`src/rtl/pwm_seq_pkg.sv`:
```
// Shared encodings, CTRL field layout and duty-step arithmetic for the PWM ramp sequencer.
// Pure definitions: no state, no latency, no flow control.
package pwm_seq_pkg;

  localparam int DUTY_W   = 16;
  localparam int PERIOD_W = 16;

  localparam logic [7:0] CTRL_ADDR_DEF   = 8'h00;
  localparam logic [7:0] STATUS_ADDR_DEF = 8'h04;

  localparam int CTRL_DUTY_LSB   = 0;
  localparam int CTRL_PERIOD_LSB = 16;

  // State encoding kept as plain constants so older tools and netlists see a bare vector.
  typedef logic [2:0] state_t;
  localparam state_t ST_IDLE     = 3'd0;
  localparam state_t ST_WRITE    = 3'd1;
  localparam state_t ST_CHK_RD   = 3'd2;
  localparam state_t ST_CHK_WAIT = 3'd3;
  localparam state_t ST_DWELL    = 3'd4;
  localparam state_t ST_DONE     = 3'd5;
  localparam state_t ST_ERROR    = 3'd6;

  function automatic logic [31:0] pack_ctrl(input logic [PERIOD_W-1:0] period,
                                            input logic [DUTY_W-1:0]   duty);
    logic [31:0] r;
    r = '0;
    r[CTRL_PERIOD_LSB +: PERIOD_W] = period;
    r[CTRL_DUTY_LSB   +: DUTY_W]   = duty;
    return r;
  endfunction

  // 17-bit arithmetic so neither direction can wrap past the target.
  function automatic logic [DUTY_W-1:0] next_duty(input logic [DUTY_W-1:0] duty,
                                                  input logic [DUTY_W-1:0] target,
                                                  input logic [DUTY_W-1:0] step);
    logic [DUTY_W:0]   sum;
    logic [DUTY_W:0]   diff;
    logic [DUTY_W-1:0] r;
    sum  = {1'b0, duty} + {1'b0, step};
    diff = {1'b0, duty} - {1'b0, step};
    if (step == '0)
      r = target;
    else if (target > duty)
      r = (sum > {1'b0, target}) ? target : sum[DUTY_W-1:0];
    else
      r = (diff[DUTY_W] || (diff[DUTY_W-1:0] < target)) ? target : diff[DUTY_W-1:0];
    return r;
  endfunction

endpackage

```
`src/rtl/pwm_seq_dwell_timer.sv`:
```
// Dwell timer: after load, counts period cycles x max(hold,1) periods and pulses expire on the last cycle.
// No flow control; clr cancels a running dwell immediately.
module pwm_seq_dwell_timer
  import pwm_seq_pkg::*;
#(
  parameter int HOLD_W = 8
) (
  input  logic                clk,
  input  logic                reset_n,
  input  logic                clr,
  input  logic                load,
  input  logic [PERIOD_W-1:0] period,
  input  logic [HOLD_W-1:0]   hold,
  output logic                expire
);

  logic                active;
  logic [PERIOD_W-1:0] cyc_cnt;
  logic [HOLD_W-1:0]   per_cnt;
  logic [HOLD_W-1:0]   hold_eff;
  logic                last_cyc;
  logic                last_per;

  assign hold_eff = (hold == '0) ? HOLD_W'(1) : hold;
  assign last_cyc = (cyc_cnt == period - PERIOD_W'(1));
  assign last_per = (per_cnt == hold_eff - HOLD_W'(1));
  assign expire   = active && last_cyc && last_per;

  always_ff @(posedge clk) begin
    if (!reset_n || clr) begin
      active  <= 1'b0;
      cyc_cnt <= '0;
      per_cnt <= '0;
    end else if (load) begin
      active  <= 1'b1;
      cyc_cnt <= '0;
      per_cnt <= '0;
    end else if (active) begin
      if (last_cyc) begin
        cyc_cnt <= '0;
        if (last_per) begin
          per_cnt <= '0;
          active  <= 1'b0;
        end else begin
          per_cnt <= per_cnt + HOLD_W'(1);
        end
      end else begin
        cyc_cnt <= cyc_cnt + PERIOD_W'(1);
      end
    end
  end

endmodule

```
`src/rtl/pwm_ramp_sequencer.sv`:
```
// Bus master ramping the PWM CTRL duty from start to target, one write per dwell; first write 1 cycle after start.
// PWM_SEQ_STATUS_CHECK_EN adds a STATUS read-back after each write; abort returns to IDLE at the next edge.
module pwm_ramp_sequencer
  import pwm_seq_pkg::*;
#(
  parameter logic [7:0] CTRL_ADDR   = CTRL_ADDR_DEF,
  parameter logic [7:0] STATUS_ADDR = STATUS_ADDR_DEF,
  parameter int         HOLD_W      = 8
) (
  input  logic                clk,
  input  logic                reset_n,
  input  logic                start,
  input  logic                abort,
  input  logic [PERIOD_W-1:0] period,
  input  logic [DUTY_W-1:0]   duty_start,
  input  logic [DUTY_W-1:0]   duty_target,
  input  logic [DUTY_W-1:0]   duty_step,
  input  logic [HOLD_W-1:0]   hold_periods,
  output logic [7:0]          m_addr,
  output logic [31:0]         m_wdata,
  output logic                m_wen,
  output logic                m_ren,
  input  logic [31:0]         m_rdata,
  output logic                busy,
  output logic                done,
  output logic                error,
  output logic [DUTY_W-1:0]   cur_duty
);

  state_t              state;
  state_t              state_nxt;
  logic [PERIOD_W-1:0] period_q;
  logic [DUTY_W-1:0]   target_q;
  logic [DUTY_W-1:0]   step_q;
  logic [HOLD_W-1:0]   hold_q;
  logic [DUTY_W-1:0]   duty_q;
  logic [DUTY_W-1:0]   cur_duty_q;
  logic                done_q;
  logic                error_q;
  logic                accept;
  logic                cfg_bad;
  logic                at_target;
  logic                dwell_load;
  logic                dwell_expire;
  logic                unused_rdata;

  assign accept    = (state == ST_IDLE) && start && !abort;
  assign cfg_bad   = (period == '0) || (duty_start > period) || (duty_target > period);
  assign at_target = (duty_q == target_q);

`ifdef PWM_SEQ_STATUS_CHECK_EN
  assign unused_rdata = ^m_rdata[31:1];
`else
  assign unused_rdata = ^m_rdata;
`endif

  always_comb begin
    state_nxt = state;
    case (state)
      ST_IDLE:     if (accept) state_nxt = cfg_bad ? ST_ERROR : ST_WRITE;
`ifdef PWM_SEQ_STATUS_CHECK_EN
      ST_WRITE:    state_nxt = ST_CHK_RD;
      ST_CHK_RD:   state_nxt = ST_CHK_WAIT;
      ST_CHK_WAIT: begin
        if (m_rdata[0])     state_nxt = ST_ERROR;
        else if (at_target) state_nxt = ST_DONE;
        else                state_nxt = ST_DWELL;
      end
`else
      ST_WRITE:    state_nxt = at_target ? ST_DONE : ST_DWELL;
`endif
      ST_DWELL:    if (dwell_expire) state_nxt = ST_WRITE;
      ST_DONE:     state_nxt = ST_IDLE;
      ST_ERROR:    state_nxt = ST_IDLE;
      default:     state_nxt = ST_IDLE;
    endcase
    if (abort && (state != ST_IDLE)) state_nxt = ST_IDLE;
  end

  assign dwell_load = (state_nxt == ST_DWELL) && (state != ST_DWELL);

  pwm_seq_dwell_timer #(
    .HOLD_W (HOLD_W)
  ) u_dwell (
    .clk     (clk),
    .reset_n (reset_n),
    .clr     (abort),
    .load    (dwell_load),
    .period  (period_q),
    .hold    (hold_q),
    .expire  (dwell_expire)
  );

  always_ff @(posedge clk) begin
    if (!reset_n) begin
      state      <= ST_IDLE;
      period_q   <= '0;
      target_q   <= '0;
      step_q     <= '0;
      hold_q     <= '0;
      duty_q     <= '0;
      cur_duty_q <= '0;
      done_q     <= 1'b0;
      error_q    <= 1'b0;
    end else begin
      state <= state_nxt;
      if (accept) begin
        period_q <= period;
        target_q <= duty_target;
        step_q   <= duty_step;
        hold_q   <= hold_periods;
        duty_q   <= duty_start;
        done_q   <= 1'b0;
        error_q  <= 1'b0;
      end
      // The strobe has already reached the slave, so even an aborted write is reflected.
      if (state == ST_WRITE) cur_duty_q <= duty_q;
      if ((state == ST_DWELL) && dwell_expire) duty_q <= next_duty(duty_q, target_q, step_q);
      if ((state_nxt == ST_DONE) && (state != ST_DONE))   done_q  <= 1'b1;
      if ((state_nxt == ST_ERROR) && (state != ST_ERROR)) error_q <= 1'b1;
    end
  end

  // Address and data are only driven during their strobe cycle.
  always_comb begin
    m_addr  = 8'h00;
    m_wdata = 32'h0;
    m_wen   = 1'b0;
    m_ren   = 1'b0;
    if (state == ST_WRITE) begin
      m_addr  = CTRL_ADDR;
      m_wdata = pack_ctrl(period_q, duty_q);
      m_wen   = 1'b1;
    end
`ifdef PWM_SEQ_STATUS_CHECK_EN
    else if (state == ST_CHK_RD) begin
      m_addr = STATUS_ADDR;
      m_ren  = 1'b1;
    end
`endif
  end

  assign busy     = (state == ST_WRITE) || (state == ST_CHK_RD) ||
                    (state == ST_CHK_WAIT) || (state == ST_DWELL);
  assign done     = done_q;
  assign error    = error_q;
  assign cur_duty = cur_duty_q;

endmodule

```
`config.mk`:
```
export PLATFORM = sky130hd
export DESIGN_NAME = pwm_ramp_sequencer
export DESIGN_NICKNAME = d
export VERILOG_FILES = /design/src/rtl/pwm_seq_pkg.sv /design/src/rtl/pwm_seq_dwell_timer.sv /design/src/rtl/pwm_ramp_sequencer.sv
export SDC_FILE = /design/constraint.sdc
export NUM_CORES = 1
export LEC_CHECK = 0
export BUFFER_PORTS_ARGS = -buffer_cell sky130_fd_sc_hd__buf_2
export CORE_MARGIN = 1
export CORE_UTILIZATION = 63
export CTS_CLUSTER_DIAMETER = 50
export DETAILED_ROUTE_END_ITERATION = 10
export MAX_ROUTING_LAYER = met4
export PLACE_DENSITY_LB_ADDON = 0.3
export SLEW_MARGIN = 5
export SYNTH_ARGS = -nofsm -noshare
export SYNTH_HDL_FRONTEND = slang
export SYNTH_HIERARCHICAL = 1
export SYNTH_SLANG_ARGS = --single-unit
```
`constraint.sdc`:
```
create_clock -name clk -period 8.4 [get_ports clk]
set_input_delay 2.1 -clock clk [delete_from_list [all_inputs] [get_ports clk]]
set_output_delay 2.1 -clock clk [all_outputs]
set_load 0.05 [all_outputs]
```
-- Word level (Yosys, flattened, before mapping)
Index checks and enable logic that the tools add are counted.
- bits in registers: 118
- input bits: 108
- output and inout bits: 61
- add/sub/neg operators: 6
- magnitude comparators: 5
- equality and inequality tests: 13
- muxes and demuxes: 24
- reduce and logical (&&, ||, !) cells: 28
- operators with widths (kind ; count):
    $mux W16 ; 7
    $gt A16 B16 Y1 ; 3
    $eq A16 B16 Y1 ; 2
    $logic_not A16 Y1 ; 2
    $mux W32 ; 1
    $add A16 B16 Y17 ; 1
    $gt A17 B16 Y1 ; 1
    $sub A16 B16 Y17 ; 1
    $add A16 B1 Y16 const B ; 1
    $lt A16 B16 Y1 ; 1
    $mux W8 ; 2
    $sub A16 B1 Y16 const B ; 1
    $eq A3 B3 Y1 const B ; 4
    $mux W3 ; 4
    $logic_and A1 B1 Y1 ; 9
    $mux W1 ; 9
    $ne A3 B3 Y1 const B ; 3
    $pmux W3 S3 ; 1
    $add A8 B1 Y8 const B ; 1
    $eq A8 B8 Y1 ; 1
    $logic_not A8 Y1 ; 1
    $sub A8 B1 Y8 const B ; 1
    $logic_or A1 B1 Y1 ; 7
    $eq A3 B2 Y1 const B ; 2
    7 further kinds ; 10

-- Longest topological paths before layout
- depth in word-level cells: 11
- depth in mapped cells: 20
- gate-level depth less buffers: 19

-- Modules after synthesis
Netlist, hierarchy kept.
- by module, submodules not included (module ; times used ; cells each ; area an instance (µm²) ; sequential area each (µm²)):
    pwm_ramp_sequencer ; 1 ; 1013 ; 7833.8 ; 1861.8
    pwm_seq_dwell_timer ; 1 ; 268 ; 2109.5 ; 500.5

-- Worst setup path before layout
No wires, ideal clock.
- path type: reg2reg
- start: reg step_q[7]
- end: reg duty_q[0]
- arrival time: 4.289 ns
- data required time: 8.321 ns
- path slack: 4.032 ns
- cell stages (with the launch flop): 19
- period minus slack after synthesis: 4.368 ns
- cell sequence: dfxtp_1 > inv_1 > ha_1 > clkbuf_1 > a221oi_1 > or3_1 > a221o_1 > or4_1 > nand4_1 > ha_1 > nand3_1 > nor4_1 > a21oi_1 > a21boi_0 > a2111oi_4 > nor2b_1 > buf_2 > or4_1 > o211ai_1
- word-level cells in the longest chain between the ends: 7
- elaborated cells on any way between the ends: 11
- those cells by class: 2 x add/sub; 2 x order compare; 5 x mux; 2 x reduce/logical
- RTL lines (what ; line ; source):
    from (decl) ; pwm_ramp_sequencer.sv:34 ; logic [DUTY_W-1:0] step_q;
    from (signal assigned) ; pwm_ramp_sequencer.sv:110 ; step_q <= duty_step;
    $sub A16 B16 Y17 ; pwm_seq_pkg.sv:41 ; diff = {1'b0, duty} - {1'b0, step};
    $lt A16 B16 Y1 ; pwm_seq_pkg.sv:47 ; r = (diff[DUTY_W] || (diff[DUTY_W-1:0] < target)) ? target : diff[DUTY_W-1:0];
    $logic_or A1 B1 Y1 ; pwm_seq_pkg.sv:47 ;
    $mux W16 ; pwm_seq_pkg.sv:47 ;
    $mux W16 ; pwm_seq_pkg.sv:44 ; else if (target > duty)
    $mux W16 * ; pwm_seq_pkg.sv:42 ; if (step == '0)
    $mux W16 * ; pwm_ramp_sequencer.sv:118 ; if ((state == ST_DWELL) && dwell_expire) duty_q <= next_duty(duty_q, target_q, step_q);
    to (signal assigned) ; pwm_ramp_sequencer.sv:112 ; duty_q <= duty_start;
    to (signal assigned) ; pwm_ramp_sequencer.sv:118 ;
    to (decl) ; pwm_ramp_sequencer.sv:36 ; logic [DUTY_W-1:0] duty_q;
Every way passes the cells marked *; elsewhere a longest branch is shown, timed or not.
A chain may end at the register's enable or synchronous reset.

-- Final worst setup path
- start: reg step_q[3]
- end: reg duty_q[12]
Same word-level chain as after synthesis.

==> impl_summary.log <==
[metrics] Vias: 9762
[metrics] Core Area: 15300 um^2
[metrics] top cell type by total area after synthesis: dfxtp_1
[metrics] area occupied by registers: 2360 um^2
[metrics] part of the total power dissipated in sequential elements: 29.2%
[metrics] switching share of power: 34.7%
[metrics] cell type group with the largest total delay on the critical path: compound AO/OA/AOI/OAI gates
[metrics] share of the cycle needed by the critical path after routing: 63.3%
[metrics] maximum root-to-sink buffer count: 2
[metrics] max_slew headroom: 39.8%
[metrics] cell internal pwr: 1.38 mW
[metrics] Routed wire per std cell: 17.4 um
[metrics] number of antenna violations at the first check in global routing: 0
[metrics] Hold-fix buffers, CTS: 0
[metrics] sinks on the clock net: 118
[metrics] starting DRC count in detailed routing: 955
[metrics] DPL Wire Length: 20800 um
[metrics] maximum VDD drop: 0.162 mV
[metrics] deepest level of the CTS H-tree: 4
[metrics] CP Class: flop to flop
[metrics] number of register bits inferred by synthesis: 118
[metrics] highest attainable clock frequency: 188 MHz
[metrics] required time worst endpoint: 8.70 ns
[metrics] Synth area leaders: dfxtp_1 (24%), ha_1 (14%), nand2_1 (6.3%), a21boi_0 (4.7%), nor2_1 (3.5%)
[metrics] Die ar.: 16300 um^2
[metrics] max-slew violations: 0
[metrics] number of rows in the core area: 45
[metrics] startpoint class of the critical path: flop
[metrics] cell-by-cell trace of the critical path: inv_1 > ha_1 > or3_1 > o211ai_1 > a221o_1 > or4_1 > nand4_1 > ha_1 > nand3_1 > nor4_1 > a21oi_1 > a21boi_0 > a2111oi_4 > nand4_1 > o211a_1 > o221a_1
[metrics] RSZ-0062 raised after global routing: false
[metrics] type of the tightest min-delay check: flop to flop
[metrics] worst stage delay on the critical path: 0.54 ns
[metrics] combinational share of power: 33.3%
[metrics] fraction of the yosys area taken by sequential cells: 23.8%
[metrics] first-pass GRT wire length: 45000 um
[metrics] top fanout value on the critical path: 10
[metrics] average cell area after synthesis: 7.76 um^2
[metrics] grt total ovfl: 0
[metrics] maximum capacitance violations: 0
[metrics] buffers added on ports: 127
[metrics] total setup violations reported at the end of the flow: 0
[metrics] buffer count from post-CTS setup fixing: 0
[metrics] number of standard cells after synthesis: 1281
[metrics] Buffers & Inverters on Critical Path: 1
[metrics] net count reported at finish: 1591
[metrics] Area Growth Syn to Fin: 12.8%
[metrics] most common library cell in the layout ignoring fill and taps: nand2_1
[metrics] multi-input gate area in the final layout: 6950 um^2
[metrics] number of inserted filler cells in the final layout: 1251
[metrics] Design Area, Final: 11200 um^2
[metrics] summed negative setup slack over all endpoints: 0 ns
[metrics] Num CTS Buffers: 17
[metrics] clock root cell: clkbuf_16
[metrics] LEAKAGE: 4.93 nW
[metrics] post-cts gate resize count: 0
[metrics] die span in x: 128 um
[metrics] Starting Density: 64.9%
[metrics] number of I/O pins: 169
[metrics] Slew @ Worst Pin: 0.903 ns
[metrics] source-to-sink clock delay at the later pin of the worst-skew pair: 0.42 ns
[metrics] wire length after detailed routing: 27700 um
[metrics] vias per cell: 6.14
[metrics] share of cells above drive strength 1: 13.6%
[metrics] # DRC: 0
[metrics] largest net degree at the start of global routing: 96
[metrics] gr usage total: 36.0%
[metrics] primary flip-flop cell chosen by synthesis mapping: dfxtp_1
[metrics] number of routed nets with antenna violations: 0
[metrics] height of the die: 128 um
[metrics] power per unit of standard cell area: 189 nW/um^2
[metrics] endpoint arrival time on the critical path: 5.62 ns
[metrics] number of hold-slack violations in the final timing report: 0
[metrics] result of the run: completed
[metrics] final estimated routing congestion in global placement: 0.978
[metrics] category of the worst setup path capture point: flop
[metrics] Reg clk slew, reported paths: 0.06 ns
[metrics] most frequent cells in the layout: nand2_1 (168), buf_2 (127), dfxtp_1 (118)
[metrics] final critical-path required period: 5.32 ns
[metrics] Distinct cells, synth: 81
[metrics] final worst clock skew: 0.00730 ns
[metrics] clock tree from TritonCTS: built
[metrics] Yosys warning count: 6
[metrics] top-area cell type share of the netlist area: 23.8%
[metrics] number of antenna repair diodes: 0
[metrics] 1st-pass router iterations: 5
[metrics] dpl cell area: 10600 um^2
[metrics] Async S/R FF share, synth: 0%
[metrics] switching power: 738 uW
[metrics] Hold Worst Slack: 0.506 ns
[metrics] count of flip-flops with a built-in enable after synthesis: 0
[metrics] Clock Power Share: 37.5%
[metrics] cell type of the slowest stage on the worst timing path: nand4_1
[metrics] mapped cell area: 9940 um^2
[metrics] number of global-route vias before repair: 9084
==> power by group through the flow <==
stage | combinational [mW] | clock (mW) | sequential (mW)
after global routing | 0.782 | 0.832 | 0.622
after global placement | 0.668 | 0 | 0.630
after floorplan | 0.528 | 0 | 0.620
after CTS | 0.693 | 0.800 | 0.619
after detailed placement | 0.685 | 0 | 0.631
final | 0.708 | 0.795 | 0.620
==> through the flow <==
stage | util (%) | std cells | power (mW) | setup WS (ns)
2_1_floorplan | - | 1289 | 1.15 | 4.03
3_3_place_gp | 69.1 | 1558 | 1.30 | 3.28
3_5_place_dp | 69.1 | 1558 | 1.32 | 3.26
4_1_cts | 73.3 | 1590 | 2.11 | 3.23
5_1_grt | 73.3 | 1590 | 2.24 | 2.77
6_report | 73.3 | 1590 | 2.12 | 3.08
==> cell type report <==
type	count	area share (%)
clock buffers	22	4.23
well taps	211	2.35
clock inverters	10	1.51
multi-input cells	1007	61.9
flip-flops and latches	118	21.1
inverters	92	3.08
repair buffers	130	5.87
==> kinds of logic after synthesis <==
| group | after synthesis | share of synthesized area (%) |
|---|---|---|
| compound gates | 323 | 23.6 |
| xor+xnor | 70 | 6.17 |
| fa+ha+maj | 117 | 14.9 |
| buf+inv | 164 | 6.74 |
| flops | 118 | 23.8 |
| mux | 4 | 0.440 |
| other cells | 1 | 0.0377 |
| simple gates | 484 | 24.4 |
==> flip-flops by register name (all words and copies together) (netlist names) <==
name,count
period_q,16
step_q,16
done,1
duty_q,16
u_dwell/active,1
cur_duty,16
u_dwell/per_cnt,8
error,1
hold_q,8
target_q,16
state,3
u_dwell/cyc_cnt,16
==> worst min-delay path: stages, from the launching register on <==
cell and delay, ns:
dfxtp_1 0.33, nand2_1 0.06, a21boi_0 0.06
==> routing by layer <==
metal  wire [um]  up-vias  global-route usage (%)
met3        1810       78                    6.32
met1       12000     4557                    44.4
met5           0        -                       -
met4         953        0                    16.2
met2       13000      402                    57.5
li1            -     4725                       -
==> final timing paths <==
path,startpoint,end,slack (ns),cells past startpoint
worst max-delay path,step_q[3],duty_q[12],3.08,16
worst min-delay path,hold_q[6],hold_q[6],0.51,2
worst max register to register,step_q[3],duty_q[12],3.08,16
worst min register to register,hold_q[6],hold_q[6],0.51,2
==> synthesized netlist by cell type (3+ instances only) <==
cell type	instances
nor2_1	94
xor2_1	30
o21ai_0	44
or2_2	4
nand2b_1	14
or3b_2	3
and2_0	6
a21oi_1	58
o21a_1	25
dfxtp_1	118
a211o_1	8
nand3b_1	6
nand2_1	168
nor2b_1	14
and4_1	9
buf_4	13
xnor2_1	40
o31ai_1	8
and2_1	29
a211oi_1	9
mux2_2	3
o211a_1	9
o211ai_1	24
o221a_1	9
or4_1	8
a31o_2	3
inv_1	92
nor3_1	20
o311ai_0	4
a221oi_1	4
nand3_1	26
clkbuf_1	43
a21boi_0	62
a31oi_1	10
buf_2	5
a21o_1	17
nor4_1	19
nand4_1	26
buf_1	11
ha_1	115
and3_1	14
or3_1	7
No activity file was read; power rests on OpenSTA's default activity.
